## config.mk

```make
export PLATFORM = sky130hd
export DESIGN_NAME = serial_subtractor
export DESIGN_NICKNAME = d
export VERILOG_FILES = /design/src/rtl/serial_subtractor.sv
export SDC_FILE = /design/constraint.sdc
export NUM_CORES = 1
export LEC_CHECK = 0
export ABC_AREA = 1
export CAP_MARGIN = 20
export CORE_ASPECT_RATIO = 0.8
export CORE_UTILIZATION = 50
export CTS_BUF_LIST = sky130_fd_sc_hd__clkbuf_8
export DETAILED_ROUTE_END_ITERATION = 8
export HOLD_SLACK_MARGIN = 0.1
export PLACE_DENSITY = 0.77
export SLEW_MARGIN = 30
export SYNTH_ARGS = -nofsm -noshare
export SYNTH_HDL_FRONTEND = slang
export SYNTH_SLANG_ARGS = --single-unit
```

## constraint.sdc

```tcl
create_clock -name clk -period 3.45 [get_ports clk]
set_input_delay 1.035 -clock clk [delete_from_list [all_inputs] [get_ports clk]]
set_output_delay 1.035 -clock clk [all_outputs]
set_load 0.01 [all_outputs]
```

## src/rtl/serial_subtractor.sv

```systemverilog
// Bit-serial subtractor: computes a - b - borrow_in one bit per clock, LSB first,
// around a single-bit full-subtractor cell with a start/done handshake.

module full_subtractor (
    input  logic x,
    input  logic y,
    input  logic bin,
    output logic d,
    output logic bout
);
    always_comb begin
        d    = x ^ y ^ bin;
        bout = (~x & y) | (~(x ^ y) & bin);
    end
endmodule

module serial_subtractor #(
    parameter int WIDTH = 8
) (
    input  logic             clk,
    input  logic             rst_n,
    input  logic             start,
    input  logic [WIDTH-1:0] a,
    input  logic [WIDTH-1:0] b,
    input  logic             borrow_in,
    output logic             busy,
    output logic             done,
    output logic [WIDTH-1:0] diff,
    output logic             borrow_out
);
    localparam int CW = $clog2(WIDTH);
    localparam logic [CW-1:0] LAST = CW'(WIDTH - 1);

    typedef enum logic [1:0] {
        IDLE,
        SHIFT,
        DONE
    } state_t;

    state_t         state;
    state_t         state_nxt;
    logic [WIDTH-1:0] sa;
    logic [WIDTH-1:0] sb;
    logic [WIDTH-1:0] wr;
    logic           br;
    logic [CW-1:0]  cnt;

    logic           load;
    logic           step;
    logic           last_bit;
    logic           d_bit;
    logic           br_nxt;
    logic [WIDTH-1:0] wr_nxt;

    full_subtractor u_fs (
        .x    (sa[0]),
        .y    (sb[0]),
        .bin  (br),
        .d    (d_bit),
        .bout (br_nxt)
    );

    assign wr_nxt   = {d_bit, wr[WIDTH-1:1]};
    assign last_bit = (cnt == LAST);

    always_ff @(posedge clk or negedge rst_n) begin
        if (!rst_n) begin
            state <= IDLE;
        end else begin
            state <= state_nxt;
        end
    end

    always_comb begin
        state_nxt = state;
        busy      = 1'b0;
        done      = 1'b0;
        load      = 1'b0;
        step      = 1'b0;
        case (state)
            IDLE: begin
                if (start) begin
                    load      = 1'b1;
                    state_nxt = SHIFT;
                end
            end
            SHIFT: begin
                busy = 1'b1;
                step = 1'b1;
                if (last_bit) begin
                    state_nxt = DONE;
                end
            end
            DONE: begin
                done      = 1'b1;
                state_nxt = IDLE;
            end
            default: state_nxt = IDLE;
        endcase
    end

    // The final bit is folded straight into diff so the result lands on the SHIFT->DONE edge.
    always_ff @(posedge clk or negedge rst_n) begin
        if (!rst_n) begin
            sa         <= '0;
            sb         <= '0;
            wr         <= '0;
            br         <= 1'b0;
            cnt        <= '0;
            diff       <= '0;
            borrow_out <= 1'b0;
        end else if (load) begin
            sa  <= a;
            sb  <= b;
            br  <= borrow_in;
            wr  <= '0;
            cnt <= '0;
        end else if (step) begin
            sa  <= sa >> 1;
            sb  <= sb >> 1;
            wr  <= wr_nxt;
            br  <= br_nxt;
            cnt <= cnt + CW'(1);
            if (last_bit) begin
                diff       <= wr_nxt;
                borrow_out <= br_nxt;
            end
        end
    end
endmodule
```

==> impl_metrics.toml, run 1 <==
[timing]
setup_viol = 0
timing.final.ws_setup_ns = 0.8930
finClkSkew_ns = 0.008325
min_period_ns = 2.557
hold_viol_final = 0
rsz0062_at_grt = "no"
worst_pin_slew_ns = 0.9047
slew_viol_final = 0
slew-limit-headroom_pct = 39.46
fin_setup_tns_ns = 0
clock.fmax_mhz = 391.1
period_share_pct = 74.12

[place]
gp_congestion = 0.7894
post-place-ws_ns = 0.6431
placed_area_um2 = 1962
io_buffers = 30
dp_hpwl_um = 2237

[critical_path]
end_kind = "output pin"
cp_max_fo = 3
cp.arrival_ns = 1.52
start_kind = "register"
slowest_delay_ns = 0.55
cp_slowest_cell = "clkdlybuf4s50_1"
required_ns = 2.41
path_buf_inv = 2
critPathTopFamily = "buffers and inverters"
worstPathCellList = "inv_1 -> nor2_1 -> clkdlybuf4s50_1"
crit_type = "register to output pin"

[synth]
yosysTopAreaCell = "dfrtp_1"
synth_top_area_share_pct = 56.55
yosys_warnings = 0
syn_inst = 189
synth_cell_types = 16
synth_seq_cells = 38
syn_area_per_cell_um2 = 8.897
syn-cell-area_um2 = 1682
synth_seq_area_share_pct = 56.55
synthTopCellsByArea = "dfrtp_1 (57%), nand3_1 (17%), nand2_1 (15%)"
syn_nets = 212

[global_route]
antenna_found_initial = 0
grt.total_usage_pct = 22.31
met3_usage_pct = 6.992
grt_pass1_wl_um = 5699
use_met1_pct = 27.22
grt_max_degree = 39
grtUsageMet2_pct = 37.04
busiest_layer = "met2"
overflow = 0
grt_pass1_vias = 1319

[route]
drc = 0
wl_um = 3458
vias_per_cell = 5.430
routedWlPerCell_um = 13.40
antenna_left = 0
dr_total_vias = 1401
drtIter0Drc = 161
drt-pass1-iter-count = 4

[clocking]
htree_levels = 2
cts_made_buffers = 5
cts.sink_count = 38
clock_latency_ns = 0.29
ctsHoldBuffers = 0
clockBufferDepth = 2
cts.clk_slew.worst_paths_ns = 0.08
cts_setup_buffers = 0
cts_tree = "yes"
cts-resized-gates = 0
clock-root-buffer = "clkbuf_8"

[power_and_ir_drop]
p_int_uw = 1148
combPwrFrac_pct = 38.6
leakagePower_uw = 0.001026
swShare_pct = 37.52
power.total_uw = 1837
pwr-share-seq_pct = 41.4
switchingPower_uw = 689.3
p_clk_share_pct = 19.9
power_density_nw_per_um2 = 886.1
ir_drop_uv = 502.3

[die]
coreArea_um2 = 3153
die_h_um = 53.87
die_w_um = 66.84
die-area_um2 = 3601
ioPinCount = 31
rows = 18
initial_core_util_pct = 53.33

[flow_run]
cap_violations = 0

[cells_and_area]
final.fill_count = 260
drive_above_1_share_pct = 7.339
diodes = 0
fin_area_um2 = 2073
syn2layout_area_growth_pct = 23.29
nets = 240

[run_status]
status = "finished, final reports clean"

[hold_path]
hp-class = "register to register"
-- final cells by class --
type | instances | area, µm² | share of cell area, %
repair buffers | 32 | 310.3 | 14.97
flip-flops and latches | 38 | 950.9 | 45.87
inverters | 6 | 22.52 | 1.086
multi-input cells | 134 | 630.6 | 30.42
well taps | 40 | 50.05 | 2.414
clock buffers | 5 | 68.82 | 3.319
clock inverters | 3 | 40.04 | 1.931
-- cell families (layout without fill, tap and decap cells) --
family	after synthesis	in the layout	synth area share, %
buffers and inverters	17	46	6.101
and+or+nand+nor	129	129	33.93
adders and majority gates	3	3	2.678
AOI/OAI and AO/OA	2	2	0.7439
DFF	38	38	56.55
-- worst min-delay path, delay by kind of cell (launching register included) --
family | cells | cell delay, ns
DFF | 1 | 0.34
and+or+nand+nor | 2 | 0.09
-- per-stage QoR --
step / util, % / hold slack, ns / cells
finish: 65.75 / 0.4680 / 258
floorplan: - / 0.4425 / 189
global route: 65.75 / 0.5079 / 258
CTS: 65.67 / 0.4742 / 258
global placement: 62.22 / 0.4587 / 250
detailed placement: 62.22 / 0.4562 / 250
-- power by group through the flow --
stage	Sequential, µW	Clock (µW)	Combinational (µW)
after detailed placement	766	0	709
final	761	366	709
after global routing	787	389	807
after global placement	757	0	673
after CTS	760	374	712
after floorplan	765	0	489
-- cell usage in the layout, fill, tap and decap left out, types with 2 or more instances in the layout --
cell type,Yosys,routed
nand2_1,65,64
nand3_1,57,57
dfrtp_1,38,38
clkdlybuf4s50_1,0,29
inv_1,6,6
clkbuf_8,0,5
nor2_1,3,3
nand2_2,2,3
ha_1,2,2
clkinv_2,0,2
buf_4,5,2
-- synthesized netlist by cell type --
master and n:
a22oi_1 1, buf_2 3, buf_4 5, buf_6 2, clkbuf_2 1, dfrtp_1 38, fa_1 1, ha_1 2
inv_1 6, nand2_1 65, nand2_2 2, nand3_1 57, nor2_1 3, nor2_2 1, nor2_4 1, o21ai_0 1
-- flip-flops by register name, indices dropped and copies added (netlist names) --
register	count
wr	7
sa	8
br	1
state	2
borrow_out	1
diff	8
cnt	3
sb	8
-- worst paths after layout --
kind	from	endpoint	slack (ns)	cells after the start
min	wr[1]	diff[0]	0.47	2
max in group asynchronous	rst_n	cnt[1]	2.09	1
min in group asynchronous	rst_n	diff[0]	0.84	1
max reg2reg	state[1]	diff[2]	1.80	5
max	state[1]	done	0.89	3
min reg2reg	wr[1]	diff[0]	0.47	2
-- layer usage --
layer	wire length [µm]	share of wire, %
met1	1485	43
met2	1732	50
met3	189	5.5
met4	51	1.5
met5	0	0
Power figures use the tool's default switching activity.
==> run 2: changes to the inputs <==
clock period = 2.4 ns   (was 3.45 ns; I/O delays follow)
==> impl_metrics.toml, run 2 (synthesized netlist as in run 1, its figures left out) <==
[run_status]
status = "finished, final reports clean"

[timing]
worst_pin_slew_ns = 0.8240
finClkSkew_ns = 0.008511
slew_viol_final = 0
period_share_pct = 90.29
rsz0062_at_grt = "no"
setup_viol = 0
min_period_ns = 2.167
slew-limit-headroom_pct = 45.06
fin_setup_tns_ns = 0
clock.fmax_mhz = 461.5
hold_viol_final = 0
timing.final.ws_setup_ns = 0.2331

[critical_path]
start_kind = "register"
required_ns = 1.68
cp_max_fo = 6
end_kind = "output pin"
cp.arrival_ns = 1.45
reg2reg_depth = 5
crit_type = "register to output pin"

[cells_and_area]
final.fill_count = 253
diodes = 0
syn2layout_area_growth_pct = 26.49
reg.largest.list = "diff (8), sa (8), sb (8)"
most-common-layout-cells = "nand2_1 (65), nand3_1 (57), dfrtp_1 (38)"
final_common_cell = "nand2_1"
nets = 243
drive_above_1_share_pct = 8.145

[clocking]
cts_tree = "yes"
cts-resized-gates = 0
cts_setup_buffers = 0
cts_made_buffers = 5
ctsHoldBuffers = 0
clockBufferDepth = 2
htree_levels = 2
cts.clk_slew.worst_paths_ns = 0.08
cts.sink_count = 38
clock_latency_ns = 0.29
clock-root-buffer = "clkbuf_8"

[hold_path]
holdPathStages = 2
hp-class = "register to register"

[die]
die-area_um2 = 3601
coreArea_um2 = 3153
die_h_um = 53.87
die_w_um = 66.84
rows = 18
ioPinCount = 31
initial_core_util_pct = 53.33

[global_route]
grt.total_usage_pct = 21.90
grt_pass1_vias = 1236
antenna_found_initial = 0
overflow = 0
grt_max_degree = 39
grt_pass1_wl_um = 5651

[place]
post-place-ws_ns = 0.5076
dp_hpwl_um = 2326
gp_congestion = 0.8200
io_buffers = 30

[route]
dr_total_vias = 1380
antenna_left = 0
drt-pass1-iter-count = 4
drc = 0
vias_per_cell = 5.287
routedWlPerCell_um = 13.11
wl_um = 3423
drtIter0Drc = 120

[flow_run]
cap_violations = 0

[power_and_ir_drop]
leakagePower_uw = 0.001054
ir_drop_uv = 929.8
power_density_nw_per_um2 = 1315
run 2: changes by cell type in the layout (fill, tap and decap cells not counted), sizes merged:
cell,before,now
bufinv,1,2
clkinv,2,0
clkbuf,5,6
buf,3,6
run 2: worst max-delay path, stage by stage, from the launching register on:
cell,delay [ns]
dfrtp_1,0.44
inv_1,0.10
nor2_4,0.09
clkdlybuf4s50_1,0.53
run 2: per-layer routing:
| layer | vias up | part of all wire (%) | track usage, % |
|---|---|---|---|
| li1 | 675 | - | - |
| met1 | 663 | 44 | 28.90 |
| met2 | 39 | 51 | 35.35 |
| met3 | 3 | 5.2 | 5.085 |
| met4 | 0 | 0.35 | 8.511 |
| met5 | - | 0 | 0 |
run 2: path summary, 6_finish.rpt:
kind / startpoint / to / slack (ns)
max: state[0] / busy / 0.23
min: wr[1] / diff[0] / 0.47
max reg2reg: state[1] / diff[5] / 0.82
min reg2reg: wr[1] / diff[0] / 0.47
max in group asynchronous: rst_n / cnt[2] / 1.35
min in group asynchronous: rst_n / wr[1] / 0.52
run 2: final cells by class:
| type | instances | area (µm²) | share of cell area [%] |
|---|---|---|---|
| Tap cell | 40 | 50.05 | 2.353 |
| Inverter | 6 | 22.52 | 1.059 |
| Timing Repair Buffer | 35 | 332.8 | 15.65 |
| Multi-Input combinational cell | 134 | 628.1 | 29.53 |
| Clock buffer | 6 | 82.58 | 3.882 |
| Clock inverter | 2 | 60.06 | 2.824 |
| Sequential cell | 38 | 950.9 | 44.71 |
run 2: per-stage QoR:
stage          instance area (µm²)  instances  hold slack [ns]  power, µW  utilization [%]
2_1_floorplan                 1682        189           0.4244       1802                -
3_3_place_gp                  1984        253           0.4575       2081            62.94
3_5_place_dp                  1984        253           0.4553       2149            62.94
4_1_cts                       2127        261           0.4754       2824            67.46
5_1_grt                       2127        261           0.5114       3005            67.46
6_report                      2127        261           0.4718       2797            67.46
run 2: power by group:
| part | total [µW] | leakage (µW) | switching, µW | internal, µW |
|---|---|---|---|---|
| logic | 1040 | 0.000493 | 597 | 441 |
| clock network | 668 | 0.0000714 | 225 | 443 |
| registers | 1090 | 0.000489 | 171 | 920 |
